===== config.mk =====
export PLATFORM = sky130hd
export DESIGN_NAME = if_req_arbiter_flat
export DESIGN_NICKNAME = d
export VERILOG_FILES = /design/src/rtl/if_req_arbiter_if.sv /design/src/rtl/if_req_arbiter.sv /design/src/flat_wrapper.sv
export SDC_FILE = /design/constraint.sdc
export NUM_CORES = 1
export LEC_CHECK = 0
export CAP_MARGIN = 20
export CORE_ASPECT_RATIO = 1.4
export CORE_UTILIZATION = 39
export DETAILED_ROUTE_END_ITERATION = 12
export GPL_TIMING_DRIVEN = 0
export HOLD_SLACK_MARGIN = 0.05
export PLACE_DENSITY = 0.88
export SLEW_MARGIN = 20
export SYNTH_ARGS = -nofsm -noshare
export SYNTH_HDL_FRONTEND = slang
export SYNTH_SLANG_ARGS = --single-unit

===== constraint.sdc =====
create_clock -name clk -period 2.9 [get_ports clk]
set_input_delay 0.58 -clock clk [delete_from_list [all_inputs] [get_ports clk]]
set_output_delay 0.58 -clock clk [all_outputs]
set_load 0.02 [all_outputs]

===== src/rtl/if_req_arbiter_if.sv =====
// Request/response bundle shared by the fetch, prefetch and icache ports.
// The master drives the request; the slave answers with accept, data-ready and data.
interface if_req_arbiter_if;
    logic        valid;
    logic [31:0] addr;
    logic        addr_ok;
    logic        data_ok;
    logic [31:0] rdata;

    modport master (output valid, addr, input  addr_ok, data_ok, rdata);
    modport slave  (input  valid, addr, output addr_ok, data_ok, rdata);
endinterface


===== src/rtl/if_req_arbiter.sv =====
// Fixed-priority arbiter (fetch over prefetch) onto a single icache port.
// An address is held stable until it is accepted; returned data is routed by an owner FIFO with flush cancel.
module if_req_arbiter #(
    parameter int unsigned DEPTH = 2
) (
    input  logic             clk,
    input  logic             resetn,
    if_req_arbiter_if.slave  f,
    if_req_arbiter_if.slave  p,
    if_req_arbiter_if.master c,
    output logic             c_uncached,
    input  logic             flush,
    output logic             busy,
    output logic             err
);
    localparam int unsigned PW = (DEPTH > 1) ? $clog2(DEPTH) : 1;
    localparam int unsigned CW = $clog2(DEPTH + 1);

    typedef enum logic { OWN_F = 1'b0, OWN_P = 1'b1 } owner_e;
    typedef enum logic { ST_OPEN = 1'b0, ST_LOCKED = 1'b1 } lock_e;

    lock_e           state_q, state_d;
    owner_e          req_own_q, req_own_d;
    logic [31:0]     req_addr_q, req_addr_d;
    logic [DEPTH-1:0] own_q, own_d;
    logic [DEPTH-1:0] cancel_q, cancel_d;
    logic [PW-1:0]   wptr_q, wptr_d, rptr_q, rptr_d;
    logic [CW-1:0]   count_q, count_d;
    logic            err_q, err_d;

    owner_e          grant;
    logic            locked, accept, pop, deliver, head_is_p;

    assign locked    = (state_q == ST_LOCKED);
    assign grant     = locked ? req_own_q : (f.valid ? OWN_F : OWN_P);
    assign c.addr    = locked ? req_addr_q : (f.valid ? f.addr : p.addr);
    // Gated with resetn so no request leaks out while reset is held.
    assign c.valid   = resetn & (f.valid | p.valid | locked) & (count_q < CW'(DEPTH));
    assign accept    = c.valid & c.addr_ok;
    assign f.addr_ok = accept & (grant == OWN_F);
    assign p.addr_ok = accept & (grant == OWN_P);

    assign pop       = c.data_ok & (count_q != '0);
    assign head_is_p = own_q[rptr_q];
    assign deliver   = pop & ~cancel_q[rptr_q] & ~flush;
    assign f.data_ok = deliver & ~head_is_p;
    assign p.data_ok = deliver & head_is_p;
    assign f.rdata   = f.data_ok ? c.rdata : '0;
    assign p.rdata   = p.data_ok ? c.rdata : '0;

    assign c_uncached = 1'b0;
    assign busy       = (count_q != '0) | locked;
    assign err        = err_q;

    always_comb begin
        state_d    = state_q;
        req_own_d  = req_own_q;
        req_addr_d = req_addr_q;
        own_d      = own_q;
        cancel_d   = cancel_q;
        wptr_d     = wptr_q;
        rptr_d     = rptr_q;
        count_d    = count_q + CW'(accept) - CW'(pop);
        err_d      = err_q | (c.data_ok & (count_q == '0));

        if (accept) begin
            state_d = ST_OPEN;
        end else if (c.valid && !locked) begin
            state_d    = ST_LOCKED;
            req_own_d  = grant;
            req_addr_d = c.addr;
        end

        if (accept) begin
            own_d[wptr_q]    = (grant == OWN_P);
            cancel_d[wptr_q] = 1'b0;
            wptr_d = (wptr_q == PW'(DEPTH - 1)) ? '0 : wptr_q + 1'b1;
        end
        if (pop) begin
            rptr_d = (rptr_q == PW'(DEPTH - 1)) ? '0 : rptr_q + 1'b1;
        end
        // Marking every slot also covers a same-cycle push; unused slots are rewritten on push.
        if (flush) begin
            cancel_d = '1;
        end
    end

    always_ff @(posedge clk or negedge resetn) begin
        if (!resetn) begin
            state_q    <= ST_OPEN;
            req_own_q  <= OWN_F;
            req_addr_q <= '0;
            own_q      <= '0;
            cancel_q   <= '0;
            wptr_q     <= '0;
            rptr_q     <= '0;
            count_q    <= '0;
            err_q      <= 1'b0;
        end else begin
            state_q    <= state_d;
            req_own_q  <= req_own_d;
            req_addr_q <= req_addr_d;
            own_q      <= own_d;
            cancel_q   <= cancel_d;
            wptr_q     <= wptr_d;
            rptr_q     <= rptr_d;
            count_q    <= count_d;
            err_q      <= err_d;
        end
    end
endmodule


===== src/flat_wrapper.sv =====
// flat-port wrapper written by rule: the top's interface ports become plain ports
module if_req_arbiter_flat 
#(
    parameter int unsigned DEPTH = 2
)
  (clk, resetn, c_uncached, flush, busy, err, f_valid, f_addr, f_addr_ok, f_data_ok, f_rdata, p_valid, p_addr, p_addr_ok, p_data_ok, p_rdata, c_valid, c_addr, c_addr_ok, c_data_ok, c_rdata);
  if_req_arbiter_if f_i ();
  if_req_arbiter_if p_i ();
  if_req_arbiter_if c_i ();
  input  logic clk;
  input  logic resetn;
  output logic c_uncached;
  input  logic flush;
  output logic busy;
  output logic err;
  input wire logic [$bits(f_i.valid)-1:0] f_valid;
  input wire logic [$bits(f_i.addr)-1:0] f_addr;
  output wire logic [$bits(f_i.addr_ok)-1:0] f_addr_ok;
  output wire logic [$bits(f_i.data_ok)-1:0] f_data_ok;
  output wire logic [$bits(f_i.rdata)-1:0] f_rdata;
  input wire logic [$bits(p_i.valid)-1:0] p_valid;
  input wire logic [$bits(p_i.addr)-1:0] p_addr;
  output wire logic [$bits(p_i.addr_ok)-1:0] p_addr_ok;
  output wire logic [$bits(p_i.data_ok)-1:0] p_data_ok;
  output wire logic [$bits(p_i.rdata)-1:0] p_rdata;
  output wire logic [$bits(c_i.valid)-1:0] c_valid;
  output wire logic [$bits(c_i.addr)-1:0] c_addr;
  input wire logic [$bits(c_i.addr_ok)-1:0] c_addr_ok;
  input wire logic [$bits(c_i.data_ok)-1:0] c_data_ok;
  input wire logic [$bits(c_i.rdata)-1:0] c_rdata;
  assign f_i.valid = f_valid;
  assign f_i.addr = f_addr;
  assign f_addr_ok = f_i.addr_ok;
  assign f_data_ok = f_i.data_ok;
  assign f_rdata = f_i.rdata;
  assign p_i.valid = p_valid;
  assign p_i.addr = p_addr;
  assign p_addr_ok = p_i.addr_ok;
  assign p_data_ok = p_i.data_ok;
  assign p_rdata = p_i.rdata;
  assign c_valid = c_i.valid;
  assign c_addr = c_i.addr;
  assign c_i.addr_ok = c_addr_ok;
  assign c_i.data_ok = c_data_ok;
  assign c_i.rdata = c_rdata;
  if_req_arbiter #(.DEPTH(DEPTH)) u_core (.clk(clk), .resetn(resetn), .f(f_i), .p(p_i), .c(c_i), .c_uncached(c_uncached), .flush(flush), .busy(busy), .err(err));
endmodule

==> run summary, run 1 <==
Place WS = -364 ps
Mapped Area = 2990 µm²
HPWL after detailed placement = 7510 µm
DRT iter0 DRCs = 47
Async SR Flop Fraction = 100%
commonest non-fill, non-tap cell in the layout = clkdlybuf4s50_1
number of global-route vias before repair = 2,911
die height = 106 µm
global-route wire length before repair = 14,900 µm
final worst-path cycle share = 97.1%
Hold Path Class = in -> async
FP Rows = 37
Yosys top cell by area = mux2_2
worst-path maximum fanout = 10
Tot Pwr = 0.00338 W
layout cells sized above 1 = 33.8%
io pins = 207
Setup WS post-layout = 85.3 ps
Post-DRT Antenna Nets = 0
Max clock buf depth = 2
status = completed
Post-Syn Area per Cell = 11.5 µm²
Yosys reg bits = 43
PD cells = 638 nW/µm²
fin crit period = 2810 ps
vias per cell = 4.90
diodes inserted = 0
worst-case reg-to-reg path depth = 4
Max Cap Viol = 0
CTS tree = done
PortBufs = 204
Slew Viols, Final = 0
R2R Path End = u_core.req_addr_q[18]$_DFFE_PN0P_
Starting Density = 40.6%
Cell variety after synth = 31
reg2reg setup slack = 1250 ps
clock sinks = 43
drt pass-1 iters = 4
Cells after Synth = 259
sequential area share after synthesis = 36.0%
RR Startpoint = u_core.count_q[1]$_DFF_PN0_
final hold vios = 0
RD Place Congestion = 0.810
Setup violations, final = 0
largest net degree at the start of global routing = 28
crit path launch type = input port
net total in the final layout = 580
Leakage = 2.51 nW
area grow syn2layout = 77.4%
WL/cell = 16.3 µm
critical path class = in -> out
Worst EP required = 2320 ps
TNS Setup = 0 ps
initial antenna violation count = 0
Core Area = 7360 µm²
ys flop type = dfrtp_1
DIE AREA = 8010 µm²
final clock skew = 5.64 ps
CTS Root Cell = clkbuf_8
EDFF count, synth = 0
Layout Utilization = 71.9%
DR DRC count = 0
Fmax = 355 MHz
Max H-tree Level = 2
gr ovfl total = 0
aggregate routed wire length = 9380 µm
top post-synthesis cells by area = mux2_2 (37%), dfrtp_1 (36%), and2_1 (9.2%)
endpoint class of the critical path = primary output
Ys Warns = 0
CTS clk-pin slew, worst paths = 80 ps
Net Count, Synth = 363
most frequent cells in the layout = clkdlybuf4s50_1 (134), mux2_2 (98), dlygate4sd2_1 (57)
RSZ-0062 raised after global routing = false
Die Wd = 75.9 µm
CTS Buf Count = 5
peak supply drop = 0.598 mV
detailed-route via count = 2,811
Worst-Skew Late Latency = 300 ps
Total GRT Usage = 23.9%
share of the synthesized area in the top cell type = 37.0%
arrival time at the worst endpoint = 2230 ps
==> synth_stat cells, types with 2 or more instances <==
master and count:
a21o_1 3, and2_1 44, and2_2 20, buf_2 8, buf_4 2, clkbuf_1 2
clkbuf_2 4, dfrtp_1 43, inv_1 4, mux2_2 98, mux2i_1 2, nand2_1 2
nand4b_1 2, nor2_1 2, nor2b_1 2, o21ai_2 2, or3_1 2, xnor2_1 3
xor2_1 2
==> stage by stage <==
stage	std cells	hold slack, ps	instance area (µm²)
2_1_floorplan	259	284	2990
3_3_place_gp	560	440	5150
3_5_place_dp	561	451	5160
4_1_cts	574	137	5290
5_1_grt	574	147	5300
6_report	574	143	5300
==> cell type report <==
type | count | area [µm²]
Fill cell | 580 | 2070
Timing Repair Buffer | 210 | 2030
Multi-Input combinational cell | 194 | 1810
Sequential cell | 43 | 1080
Buffer | 17 | 135
Tap cell | 97 | 121
Clock buffer | 7 | 96.3
Inverter | 5 | 18.8
Clock inverter | 1 | 7.51
==> cell families (layout without fill, tap and decap cells) <==
logic type      after synthesis  count (layout)  synth area share [%]
flops                        43              43                  36.0
xor+xnor                      5               5                  1.47
simple gates                 79              79                  18.6
buf+inv                      22             240                  3.52
other cells                   1               1                 0.126
fa+ha+maj                     1               1                 0.419
mux                         101             101                  38.1
compound gates                7               7                  1.72
==> worst max path at each step <==
stage | endpoint | cells after the start | from
finish | c_addr[1] | 5 | f_valid
global route | p_rdata[5] | 7 | u_core.count_q[1]$_DFF_PN0_
CTS | p_rdata[9] | 8 | c_data_ok
detailed placement | p_rdata[16] | 5 | flush
global placement | p_addr_ok | 5 | resetn
floorplan | c_addr[10] | 4 | f_valid
==> where the power goes <==
part           leakage [nW]  switching, W  total (W)  internal [W]
Clock                0.0505      0.000209   0.000426      0.000217
Combinational          1.95      0.000822    0.00189       0.00107
Sequential            0.506      0.000175    0.00106      0.000886
==> per-layer routing <==
layer  routed length (µm)  GRT usage (%)
met5                    0              0
met4                  199           7.97
met3                 1050           10.3
met2                 4910           44.7
met1                 3220           23.2
==> repair_timing <==
action | in CTS | in global routing
cloned | 0 | 0
setup buffers | 5 | 0
setup endpoints to repair | 97 | 43
gates resized for setup | 92 | 8
pin swaps | 2 | 1
hold buffers | 0 | 0
==> state kept, by name (all words and copies together), names as in the netlist <==
signal             cells
u_core.count_q         2
u_core.own_q           2
u_core.wptr_q          1
u_core.cancel_q        2
u_core.req_addr_q     32
u_core.locked          1
u_core.err             1
u_core.rptr_q          1
u_core.req_own_q       1
==> critical path, cell delays in order <==
cell,delay (ps)
buf_2,220
buf_4,240
mux2_2,370
mux2_2,280
clkdlybuf4s50_1,540
(Power assumes the default switching activity.)
==> run 2, diff against run 1 <==
CORE_MARGIN = 2   (was not set)
REMOVE_ABC_BUFFERS = 1   (was not set)
==> run 2 against run 1 <==
Routed wire length decreased by 5.5%. Die area increased by 4.6%. Register-to-register slack got worse by 100 ps. Sequential power about the same. Count of clock-buffer cells in the layout decreased by 1. Non-clock buffer count decreased by 12. Core utilization decreased by 0.53 points. Combinational power about the same. Critical path depth increased by 1. Via count decreased by 2.6%. First-iteration DRC count increased by 11%. Highest routed layer unchanged.
==> run summary, run 2 (synthesized netlist as in run 1, its figures left out) <==
Setup violations, final = 0
DIE AREA = 8380 µm²
Slew Viols, Final = 0
arrival time at the worst endpoint = 2240 ps
initial antenna violation count = 0
number of global-route vias before repair = 2,895
PortBufs = 205
peak supply drop = 0.503 mV
net total in the final layout = 570
Max Cap Viol = 0
TNS Setup = 0 ps
Biggest register = u_core.req_addr_q
drt pass-1 iters = 4
CTS clk-pin slew, worst paths = 80 ps
area grow syn2layout = 77.2%
FP Rows = 37
actual slew at the worst max-slew pin = 477 ps
PD cells = 639 nW/µm²
WHS = 171 ps
fin cells = 563
Hold Path Class = in -> async
fin crit period = 2820 ps
Post-DRT Antenna Nets = 0
commonest non-fill, non-tap cell in the layout = clkdlybuf4s50_1
max reg flops = 32
RSZ-0062 raised after global routing = false
placed cell count = 547
aggregate routed wire length = 8870 µm
most frequent cells in the layout = clkdlybuf4s50_1 (134), mux2_2 (98), dlygate4sd2_1 (60)
Starting Density = 40.3%
Layout Utilization = 71.4%
worst-path maximum fanout = 17
layout cells sized above 1 = 31.8%
CTS Buf Count = 5
Slew headroom = 67.5%
Total GRT Usage = 21.7%
Leakage = 2.47 nW
gr ovfl total = 0
Core Area = 7410 µm²
DRT iter0 DRCs = 52
largest net degree at the start of global routing = 34
hold buffers post-CTS = 0
diodes inserted = 0
final worst-path cycle share = 97.1%
detailed-route via count = 2,737
Worst-Skew Late Latency = 300 ps
final hold vios = 0
cell area after layout = 5290 µm²
HPWL after detailed placement = 6730 µm
Fmax = 355 MHz
endpoint class of the critical path = primary output
final clock skew = 4.48 ps
Max clock buf depth = 2
crit path launch type = input port
global-route wire length before repair = 14,500 µm
DR DRC count = 0
WL/cell = 15.7 µm
critical path class = in -> out
status = completed
CTS tree = done
io pins = 207
vias per cell = 4.86
clock sinks = 43
die height = 108 µm
RD Place Congestion = 0.693
Max H-tree Level = 2
cell area after placement = 5150 µm²
Worst EP required = 2320 ps
reg2reg setup slack = 1150 ps
CTS Root Cell = clkbuf_8
Die Wd = 77.9 µm
==> run 2: timing repair <==
| item | CTS | global route |
|---|---|---|
| resized for setup | 73 | 11 |
| endpoints found under the setup margin | 68 | 41 |
| gates cloned | 2 | 0 |
| pin swaps | 3 | 0 |
| buffers inserted | 7 | 0 |
==> run 2: critical path, stage by stage <==
cell and delay [ps]:
clkdlybuf4s50_1 530, o21ai_4 150, nor4b_4 330, buf_12 180
and2_2 130, dlygate4sd2_1 330
==> run 2: routing by layer <==
metal	vias to the layer above	wire [µm]	global-route usage (%)
met5	-	0	0
met3	8	1120	8.98
li1	1316	-	-
met1	1252	3150	22.7
met4	0	95	4.64
met2	161	4500	40.2
==> run 2: worst paths after layout <==
path,startpoint,end,cells past startpoint
worst max register to register,u_core.count_q[1]$_DFF_PN0_,u_core.count_q[1]$_DFF_PN0_,5
worst min register to register,u_core.err$_DFF_PN0_,u_core.err$_DFF_PN0_,1
worst min-delay path,resetn,u_core.req_addr_q[0]$_DFFE_PN0P_,1
min in group clk,u_core.err$_DFF_PN0_,u_core.err$_DFF_PN0_,1
worst max-delay path,c_data_ok,f_rdata[6],6
max in group asynchronous,resetn,u_core.req_addr_q[18]$_DFFE_PN0P_,2
==> run 2: metrics by stage <==
step                power (W)  setup WS (ps)
floorplan             0.00213            405
global placement      0.00289          -1680
detailed placement    0.00296           -824
CTS                   0.00341           4.40
global route          0.00358          0.688
finish                0.00338           84.5
==> run 2: layout make-up <==
cell class	instances	area [µm²]
inverter	5	21.3
fill	558	2120
clock inverter	1	5.00
multi-input combinational	196	1870
clock buffer	6	82.6
timing repair buffer	215	2110
sequential	43	1080
tap	97	121
==> run 2: where the power goes <==
part | internal [W] | switching, W
registers | 0.000886 | 0.000186
logic | 0.00108 | 0.000839
clock network | 0.000187 | 0.000201
==> run 3, diff against run 2 <==
HOLD_SLACK_MARGIN = 0.02   (was 0.05)
==> results of run 3 <==
Same layout as run 2: the final DEF is identical, and so are final timing and power.
